## src/rtl/sweep_pkg.sv

```systemverilog
// Shared types and constants for the truth-table sweeper: FSM state encoding
// and the width of the settle down-counter.
package sweep_pkg;

    typedef enum logic [1:0] {
        IDLE   = 2'd0,
        DRIVE  = 2'd1,
        SAMPLE = 2'd2,
        DONE   = 2'd3
    } sweep_state_t;

    localparam int SETTLE_W = 4;

endpackage

```

## src/rtl/settle_counter.sv

```systemverilog
// Loadable down-counter with a zero flag; paces how long each vector is held
// before the function block output is sampled.
module settle_counter
    import sweep_pkg::*;
(
    input  logic                clk,
    input  logic                rst_n,
    input  logic                load,
    input  logic [SETTLE_W-1:0] load_val,
    input  logic                dec,
    output logic                zero
);

    logic [SETTLE_W-1:0] count_reg;

    always_ff @(posedge clk or negedge rst_n) begin
        if (!rst_n) begin
            count_reg <= '0;
        end else if (load) begin
            count_reg <= load_val;
        end else if (dec && (count_reg != '0)) begin
            count_reg <= count_reg - 1'b1;
        end
    end

    assign zero = (count_reg == '0);

endmodule

```

## src/rtl/truth_table_sweeper.sv

```systemverilog
// Drives a combinational block through all 2^N_IN inputs and captures its output
// into a truth table. Define SWEEP_CHECK_EN to add golden-table comparison ports.
module truth_table_sweeper
    import sweep_pkg::*;
#(
    parameter int N_IN   = 3,
    parameter int SETTLE = 1
) (
    input  logic                   clk,
    input  logic                   rst_n,
    input  logic                   start,
    output logic                   busy,
    output logic                   done,
    output logic [N_IN-1:0]        dut_in,
    input  logic                   dut_y,
    output logic [(1<<N_IN)-1:0]   tt_out
`ifdef SWEEP_CHECK_EN
    ,
    input  logic [(1<<N_IN)-1:0]   expected,
    output logic                   match,
    output logic [N_IN-1:0]        first_fail
`endif
);

    localparam int                  N_VEC       = 1 << N_IN;
    localparam logic [N_IN:0]       LAST_IDX    = (N_IN+1)'(N_VEC - 1);
    localparam logic [SETTLE_W-1:0] SETTLE_LOAD = SETTLE_W'(SETTLE - 1);

    sweep_state_t        state_reg, state_next;
    logic [N_IN:0]       idx_reg;
    logic [N_VEC-1:0]    tt_reg, tt_next, capture_sel;
    logic                done_reg;
    logic                accept, advance, sample_en, cnt_load, cnt_dec, cnt_zero;
    logic [N_IN-1:0]     idx_lo;

    assign idx_lo    = idx_reg[N_IN-1:0];
    assign sample_en = (state_reg == SAMPLE);

    settle_counter u_settle (
        .clk      (clk),
        .rst_n    (rst_n),
        .load     (cnt_load),
        .load_val (SETTLE_LOAD),
        .dec      (cnt_dec),
        .zero     (cnt_zero)
    );

    always_ff @(posedge clk or negedge rst_n) begin
        if (!rst_n) begin
            state_reg <= IDLE;
        end else begin
            state_reg <= state_next;
        end
    end

    always_comb begin
        state_next = state_reg;
        accept     = 1'b0;
        advance    = 1'b0;
        cnt_load   = 1'b0;
        cnt_dec    = 1'b0;
        case (state_reg)
            IDLE: begin
                if (start) begin
                    accept     = 1'b1;
                    cnt_load   = 1'b1;
                    state_next = DRIVE;
                end
            end
            DRIVE: begin
                if (cnt_zero) begin
                    state_next = SAMPLE;
                end else begin
                    cnt_dec = 1'b1;
                end
            end
            SAMPLE: begin
                if (idx_reg == LAST_IDX) begin
                    state_next = DONE;
                end else begin
                    advance    = 1'b1;
                    cnt_load   = 1'b1;
                    state_next = DRIVE;
                end
            end
            DONE: begin
                state_next = IDLE;
            end
            default: begin
                state_next = IDLE;
            end
        endcase
    end

    // One-hot write enable: only the table bit addressed by idx captures dut_y.
    genvar gi;
    generate
        for (gi = 0; gi < N_VEC; gi++) begin : g_capture
            assign capture_sel[gi] = sample_en && (idx_lo == N_IN'(gi));
        end
    endgenerate

    assign tt_next = (tt_reg & ~capture_sel) | (capture_sel & {N_VEC{dut_y}});

    // done is registered off DONE so it lands in the cycle after busy drops.
    always_ff @(posedge clk or negedge rst_n) begin
        if (!rst_n) begin
            idx_reg  <= '0;
            tt_reg   <= '0;
            done_reg <= 1'b0;
        end else begin
            done_reg <= (state_reg == DONE);
            if (accept) begin
                idx_reg <= '0;
                tt_reg  <= '0;
            end else begin
                tt_reg <= tt_next;
                if (advance) begin
                    idx_reg <= idx_reg + {{N_IN{1'b0}}, 1'b1};
                end
            end
        end
    end

    assign busy   = (state_reg != IDLE);
    assign done   = done_reg;
    assign dut_in = idx_lo;
    assign tt_out = tt_reg;

`ifdef SWEEP_CHECK_EN
    logic            match_reg, fail_seen_reg;
    logic [N_IN-1:0] first_fail_reg;

    always_ff @(posedge clk or negedge rst_n) begin
        if (!rst_n) begin
            match_reg      <= 1'b0;
            fail_seen_reg  <= 1'b0;
            first_fail_reg <= '0;
        end else if (accept) begin
            match_reg      <= 1'b0;
            fail_seen_reg  <= 1'b0;
            first_fail_reg <= '0;
        end else if (sample_en && (dut_y != expected[idx_lo]) && !fail_seen_reg) begin
            fail_seen_reg  <= 1'b1;
            first_fail_reg <= idx_lo;
        end else if (state_reg == DONE) begin
            match_reg <= !fail_seen_reg;
        end
    end

    assign match      = match_reg;
    assign first_fail = first_fail_reg;
`endif

endmodule

```

## config.mk

```make
export PLATFORM = sky130hd
export DESIGN_NAME = truth_table_sweeper
export DESIGN_NICKNAME = d
export VERILOG_FILES = /design/src/rtl/sweep_pkg.sv /design/src/rtl/settle_counter.sv /design/src/rtl/truth_table_sweeper.sv
export SDC_FILE = /design/constraint.sdc
export NUM_CORES = 1
export LEC_CHECK = 0
export CORE_MARGIN = 2
export CORE_UTILIZATION = 35
export DETAILED_ROUTE_END_ITERATION = 16
export PLACE_DENSITY_LB_ADDON = 0.2
export SYNTH_ARGS = -nofsm -noshare
export SYNTH_HDL_FRONTEND = slang
export SYNTH_SLANG_ARGS = --single-unit
```

## constraint.sdc

```tcl
create_clock -name clk -period 2.1 [get_ports clk]
set_input_delay 0.42 -clock clk [delete_from_list [all_inputs] [get_ports clk]]
set_output_delay 0.42 -clock clk [all_outputs]
set_load 0.02 [all_outputs]
```

Word level (Yosys, flattened, before mapping)
Index checks and enable logic that the tools add are counted.

Add/subtract/negate cells: 2. Eq/ne operators: 13. Muxes and demuxes: 16. Bitwise operators: 4. Reduce and logical (&&, ||, !) cells: 17.

Operators with widths (count): $and A8 B8 Y8 (2); $mux W4 (4); $eq A3 B3 Y1 const B (4); $logic_and A1 B1 Y1 (9); $mux W8 (1); $not A8 Y8 (1); $or A8 B8 Y8 (1); $pmux W2 S4 (1); $eq A3 B2 Y1 const B (2); $mux W1 (6); $mux W2 (3); $reduce_bool A2 Y1 (3); $add A4 B1 Y4 const B (1); $eq A2 B2 Y1 const B (2); $eq A4 B3 Y1 const B (1); $logic_not A4 Y1 (1); $ne A2 B2 Y1 const B (2); $reduce_bool A4 Y1 (1); $sub A4 B1 Y4 const B (1); $eq A3 B1 Y1 const B (1); $logic_not A3 Y1 (1); $eq A2 B1 Y1 const B (1); $logic_not A2 Y1 (1); $pmux W1 S2 (1); $reduce_and A2 Y1 (1).

Bits in registers: 19. Input port bits: 4. Output and inout port bits: 13. Word-level logic and storage cells: 57.

Longest topological paths before layout
Gate-level depths: netlist of the first run.

Word-level depth: 6. Depth in mapped cells: 5. Gate-level depth less buffers: 5.

Modules after synthesis
A second synthesis of the first run with hierarchy kept.

Cells, all modules: 108. Area total of the unflattened synthesis: 1129.8 um^2.

By module, submodules not included: truth_table_sweeper (instances 1, cells an instance 81, area an instance 859.6 um^2, seq. area each 375.4 um^2); settle_counter (instances 1, cells an instance 27, area an instance 270.3 um^2, seq. area each 100.1 um^2).

Least setup slack after synthesis of the first run
Ideal clock, no wire load.

Path type: reg-to-reg. From: register idx_reg[2]. To: register tt_reg[3] (netlist: tt_out[3]). Setup time: 0.121 ns. Arrival: 1.393 ns. Path slack: 0.586 ns. Stages on the path, launching flop included: 6. Clock period less this slack: 1.514 ns. Path through: dfrtp_1 clkbuf_1 inv_1 ha_1 mux2_2 a22o_1.

Longest elaborated chain between the ends: 6. Elaborated cells on any way between the ends: 7.

Ends and longest elaborated chain: start, declared (RTL line truth_table_sweeper.sv:30) `logic [N_IN:0] idx_reg;`; start signal, assigned (RTL line truth_table_sweeper.sv:119) `idx_reg <= idx_reg + {{N_IN{1'b0}}, 1'b1};`; $eq A3 B2 Y1 (*) (RTL line truth_table_sweeper.sv:99) `assign capture_sel[gi] = sample_en && (idx_lo == N_IN'(gi));`; $logic_and A1 B1 Y1 (*) (RTL line truth_table_sweeper.sv:99); $not A8 Y8 (RTL line truth_table_sweeper.sv:103) `assign tt_next = (tt_reg & ~capture_sel) | (capture_sel & {N_VEC{dut_y}});`; $and A8 B8 Y8 (RTL line truth_table_sweeper.sv:103); $or A8 B8 Y8 (*) (RTL line truth_table_sweeper.sv:103); $mux W8 (*) (RTL line truth_table_sweeper.sv:113) `if (accept) begin`; end signal, assigned (RTL line truth_table_sweeper.sv:117) `tt_reg <= tt_next;`; end, declared (RTL line truth_table_sweeper.sv:31) `logic [N_VEC-1:0] tt_reg, tt_next, capture_sel;`.

Every way passes the cells marked *; elsewhere a longest branch is shown, timed or not. A chain may end at the register's enable or synchronous reset.

Worst setup path in the final report of the first run
From: register state_reg[1]. To: output busy.

Longest elaborated chain between the ends: 1.

Ends and longest elaborated chain: start, declared (RTL line truth_table_sweeper.sv:29) `sweep_state_t state_reg, state_next;`; start signal, assigned (RTL line truth_table_sweeper.sv:52) `state_reg <= state_next;`; $reduce_bool A2 Y1 (RTL line truth_table_sweeper.sv:125) `assign busy = (state_reg != IDLE);`; end, declared (RTL line truth_table_sweeper.sv:12) `output logic busy,`.

Every way passes these cells.

==> results.cfg, run 1 <==
[cells_and_area]
area_delta_synth_final_pct = 21.3
num-nets-final = 138
multiInputGateArea_um2 = 548
seq_area_um2 = 475
fin_cells = 158
largest_register_ffs = 8
n_antenna_cell = 0
nFillCells = 302
drive_above_1_share_pct = 15.2

[yosys]
synthTopCellsByArea = dfrtp_1 (44%), ha_1 (9.2%), a21oi_1 (4.6%)
synth_area_um2 = 1090
yosys_register_bits = 19
yosysTopAreaCell = dfrtp_1
synth-simple-area-share_pct = 21.9
synth_top_family_by_area = simple AND/OR/NAND/NOR gates
synth_warnings = 0
yosys_most_used_dff = dfrtp_1
yosysUniqueCellTypes = 32
async_flop_share_pct = 100
yosysMostFrequentCell = dfrtp_1
synthTopCellsByCount = dfrtp_1 (19), a21oi_1 (10), ha_1 (8), o21ai_0 (8), inv_1 (6)
synth_fa_ha_area_share_pct = 9.21
synth_compound_area_share_pct = 13.5
synth_mux_area_share_pct = 5.87
synth-edff-count = 0
syn_avg_cell_area_um2 = 10.4
synth_nets = 117
seq_area_frac_synth_pct = 43.7
synth_top_area_share_pct = 43.7
synthXorXnorAreaFrac_pct = 0
syn_inst = 105

[detailed_routing]
wire_per_inst_um = 13.8
dr.pass1.iters = 4
drc_errors = 0
routed-via-count = 849
totalWireLength_mm = 2.18
drt_first_iter_violations = 23
via_per_inst = 5.37
ant_nets = 0

[die]
coreArea_um2 = 3000
dieArea_um2 = 3570
start_util_pct = 36.2
num_io_pins = 17
std_cell_rows = 20
die_width_um = 59.7
die_y_um = 59.7

[place]
place_ws_ns = 0.355
gp_congestion = 0.760
numPortBuffers = 16
hpwl_mm = 1.57
dp_cells = 154

[sta]
finalSetupViolCount = 0
slew_headroom_pct = 77.1
fin_ws_ns = 0.176
tightest_slew_ns = 0.343
fin_crit_sh_pct = 91.6
report.final.slew_viol_count = 0
max_freq_mhz = 520
finalHoldViolations = 0
tns_ns = 0
period_needed_ns = 1.92
rsz0062_at_grt = false
finClkSkew_ns = 0.00213

[clock_network]
clk_pin_slew_ns = 0.11
cts_buffer_depth = 2
cts_htree_levels = 1
clkLatencyLatePin_ns = 0.30
cts_buffers = 3
postCtsSetupRepairBufs = 0
clock-sinks = 19
hold_buffers = 0
cts_root_buffer = clkbuf_4
cts_tree = built
cts_resized = 0

[critical_path]
r2r_end = tt_out[3]
endpoint = busy
end_kind = output port
cp_slowest_stage_delay_ns = 0.53
crit_fanout = 2
crit_arrival_ns = 1.50
cpMaxStageDelayCell = clkdlybuf4s50_1
worstPathCellList = or2_2 -> clkdlybuf4s50_1
crit_type = reg2out
worst_setup_path_start_kind = flop
crit_buf_inv = 1
r2r_slack_ns = 0.50
cp.depth = 2
r2r-start = idx_reg[0]
crit_start = state_reg[1]
crit_family = buffers and inverters
ff2ff_path_depth = 4
crit_required_ns = 1.68

[global_routing]
antenna_found_initial = 0
grt_pass1_vias = 849
grt_remaining_overflow = 0
grt_pass1_wl_mm = 3.92
grtUsageTotal_pct = 14.6
grt_start_max_net_pins = 20

[worst_hold_path]
hold_path.class = in2async

[pwr]
p_leak_nw = 0.578
ir_drop_mv = 0.407
power_w = 0.00140
p_per_area_nw_per_um2 = 1060

[job]
drv_cap = 0

[run_status]
outcome = finished clean
## layer usage
metal,GRT usage (%),wire length (µm),vias up
met2,23.3,1010,19
met3,4.11,98,2
li1,-,-,416
met1,19.8,1060,412
met4,2.86,18,0
met5,0,0,-
## area by class of cell
type | count | share of cell area, %
clock buffers | 4 | 1.99
well taps | 33 | 3.13
flip-flops and latches | 19 | 36.1
inverters | 6 | 1.71
multi-input cells | 74 | 41.6
repair buffers | 22 | 15.6
## power breakdown
part	internal, W	switching [W]	leakage (nW)	total (W)
Sequential	0.000445	0.0000656	0.258	0.000511
Combinational	0.000318	0.000381	0.305	0.000699
Clock	0.0000740	0.000112	0.0150	0.000186
Total	0.000837	0.000559	0.578	0.00140
## worst register-to-register path, cell delays in order (launching register included)
cell and delay, ns:
dfrtp_1 0.49, ha_1 0.28, ha_1 0.18, mux2_2 0.33
a22o_1 0.22
## cell families after synthesis
logic type      Yosys count
mux                       6
compound gates           25
buf+inv                  12
simple gates             35
flops                    19
fa+ha+maj                 8
## worst min path at each step
stage	slack, ns	to	startpoint	cells after the start
final	0.44	idx_reg[0]	rst_n	2
after global routing	0.46	tt_out[4]	rst_n	2
after floorplan	0.12	done	rst_n	0
after global placement	0.51	tt_out[3]	tt_out[3]	1
after detailed placement	0.52	tt_out[1]	tt_out[1]	2
after CTS	0.45	tt_out[6]	rst_n	2
## metrics by stage
step / util [%] / hold WS, ns / cell area (µm²)
after floorplan: - / 0.124 / 1090
after global placement: 43.0 / 0.512 / 1290
after detailed placement: 43.0 / 0.517 / 1290
after CTS: 43.9 / 0.448 / 1320
after global routing: 43.9 / 0.459 / 1320
final: 43.9 / 0.445 / 1320
## layout by cell type, fill, tap and decap left out, drive strengths merged
master,instances
and4bb,3
and3b,1
or3,1
nand3b,1
ha,8
clkdlybuf4s50,16
o21bai,1
a22o,2
dfrtp,19
nor2,4
nand3,3
or4,2
nor3b,2
clkbuf,4
o311ai,1
mux2,3
inv,6
or3b,1
and2,1
a21o,1
a311oi,1
o22ai,1
or2,1
nor2b,5
a21oi,10
buf,6
o21ai,8
nand2b,2
nand2,4
mux2i,3
nand4,4
No activity file was read; power rests on OpenSTA's default activity.
==> inputs of run 2 (changes only) <==
CORE_UTILIZATION = 52   (was 35)
SETUP_SLACK_MARGIN = 0.1   (was unset)
==> run 2 against run 1 <==
Net effect:
- final area is 0.47% lower
- non-clock buffer count did not move
- die area decreased by 31%
- highest routed layer unchanged
==> results.cfg, run 2 (synthesized netlist as in run 1, its figures left out) <==
[die]
die_width_um = 49.7
coreArea_um2 = 1960
std_cell_rows = 16
start_util_pct = 55.4
num_io_pins = 17
dieArea_um2 = 2470
die_y_um = 49.7

[cells_and_area]
n_antenna_cell = 0
layout_commonest_cell = dfrtp_1
area_delta_synth_final_pct = 20.7
num-nets-final = 138
layout_common_cells = dfrtp_1 (18), clkdlybuf4s50_1 (16), a21oi_1 (10)
fin_cells = 152
nFillCells = 189
drive_above_1_share_pct = 16.0
largest_register_ffs = 8

[critical_path]
crit_fanout = 2
worstPathCellList = or2_2 -> clkdlybuf4s50_1
crit_required_ns = 1.68
crit_type = reg2out
end_kind = output port
crit_buf_inv = 1
cp_slowest_stage_delay_ns = 0.54
cpMaxStageDelayCell = clkdlybuf4s50_1
crit_arrival_ns = 1.50
crit_family = buffers and inverters
worst_setup_path_start_kind = flop

[global_routing]
grt_start_max_net_pins = 20
grt_remaining_overflow = 0
grt_pass1_wl_mm = 3.81
grt_pass1_vias = 882
grtUsageTotal_pct = 20.3
antenna_found_initial = 0

[clock_network]
postCtsSetupRepairBufs = 0
cts_root_buffer = clkbuf_4
cts_tree = built
cts_htree_levels = 1
hold_buffers = 0
cts_buffers = 3
clk_pin_slew_ns = 0.11
cts_resized = 1
clock-sinks = 19
clkLatencyLatePin_ns = 0.29
cts_buffer_depth = 2

[detailed_routing]
routed-via-count = 865
dr_wl_met3_um = 57
dr_wl_met2_mm = 1.04
drc_errors = 0
m1WireLength_mm = 1.07
dr.pass1.iters = 4
wire_per_inst_um = 14.4
via_per_inst = 5.69
totalWireLength_mm = 2.18
top_layer_used = met4
ant_nets = 0
drt_first_iter_violations = 11

[sta]
finalSetupViolCount = 0
tns_ns = 0
report.final.slew_viol_count = 0
slew_headroom_pct = 75.1
finalHoldViolations = 0
max_freq_mhz = 520
tightest_slew_ns = 0.374
rsz0062_at_grt = false
finClkSkew_ns = 0.00191
period_needed_ns = 1.92
fin_crit_sh_pct = 91.6

[place]
gp_congestion = 0.840
dp_cells = 148
numPortBuffers = 16
hpwl_mm = 1.61

[run_status]
outcome = finished clean

[pwr]
switchingPower_w = 0.000556
ir_drop_mv = 0.572
power_w = 0.00139
p_per_area_nw_per_um2 = 1060
clockPowerShare_pct = 13.0
pwr-share-seq_pct = 37.0
switching_share_pct = 39.9
pwr-share-comb_pct = 50.0
p_int_w = 0.000837
p_leak_nw = 0.576

[worst_hold_path]
hold_path.class = in2async

[job]
drv_cap = 0
## run 2: cell counts in the layout (fill, tap and decap cells not counted)
Identical to the previous run, type by type.
## run 2: power groups by stage
stage                     combinational (W)  sequential [W]  clock [W]
after floorplan                    0.000452        0.000542          0
after global placement             0.000665        0.000515          0
after detailed placement           0.000692        0.000522          0
after CTS                          0.000694        0.000516   0.000186
after global routing               0.000768        0.000530   0.000205
final                              0.000696        0.000516   0.000181
## run 2: path summary, 6_finish.rpt
path | startpoint | to | slack, ns | depth (start not counted)
min in group clk | tt_out[0] | tt_out[0] | 0.54 | 2
max | state_reg[1] | busy | 0.18 | 2
max in group asynchronous | rst_n | idx_reg[2] | 1.43 | 2
max reg2reg | idx_reg[0] | tt_out[3] | 0.45 | 4
min reg2reg | tt_out[0] | tt_out[0] | 0.54 | 2
min | rst_n | idx_reg[0] | 0.46 | 2
## run 2: through the flow
step | setup WS (ns) | utilization, % | hold slack (ns) | cell area, µm²
2_1_floorplan | 0.586 | - | 0.124 | 1090
3_3_place_gp | 0.443 | 65.5 | 0.505 | 1280
3_5_place_dp | 0.407 | 65.5 | 0.516 | 1280
4_1_cts | 0.165 | 66.9 | 0.462 | 1310
5_1_grt | 0.110 | 66.9 | 0.488 | 1310
6_report | 0.176 | 66.9 | 0.455 | 1310
## run 2: final cells by class
cell class	instances	area (µm²)	share of cell area, %
clock buffers	4	26.3	2.00
inverters	6	22.5	1.72
multi-input cells	74	548	41.8
flip-flops and latches	19	477	36.3
well taps	27	33.8	2.57
repair buffers	22	205	15.6
## run 2: routing by layer
| layer | GRT usage (%) | up-vias |
|---|---|---|
| met5 | 0 | - |
| met4 | 6.94 | 0 |
| met3 | 4.24 | 2 |
| met2 | 33.6 | 17 |
| met1 | 26.3 | 428 |
| li1 | - | 418 |
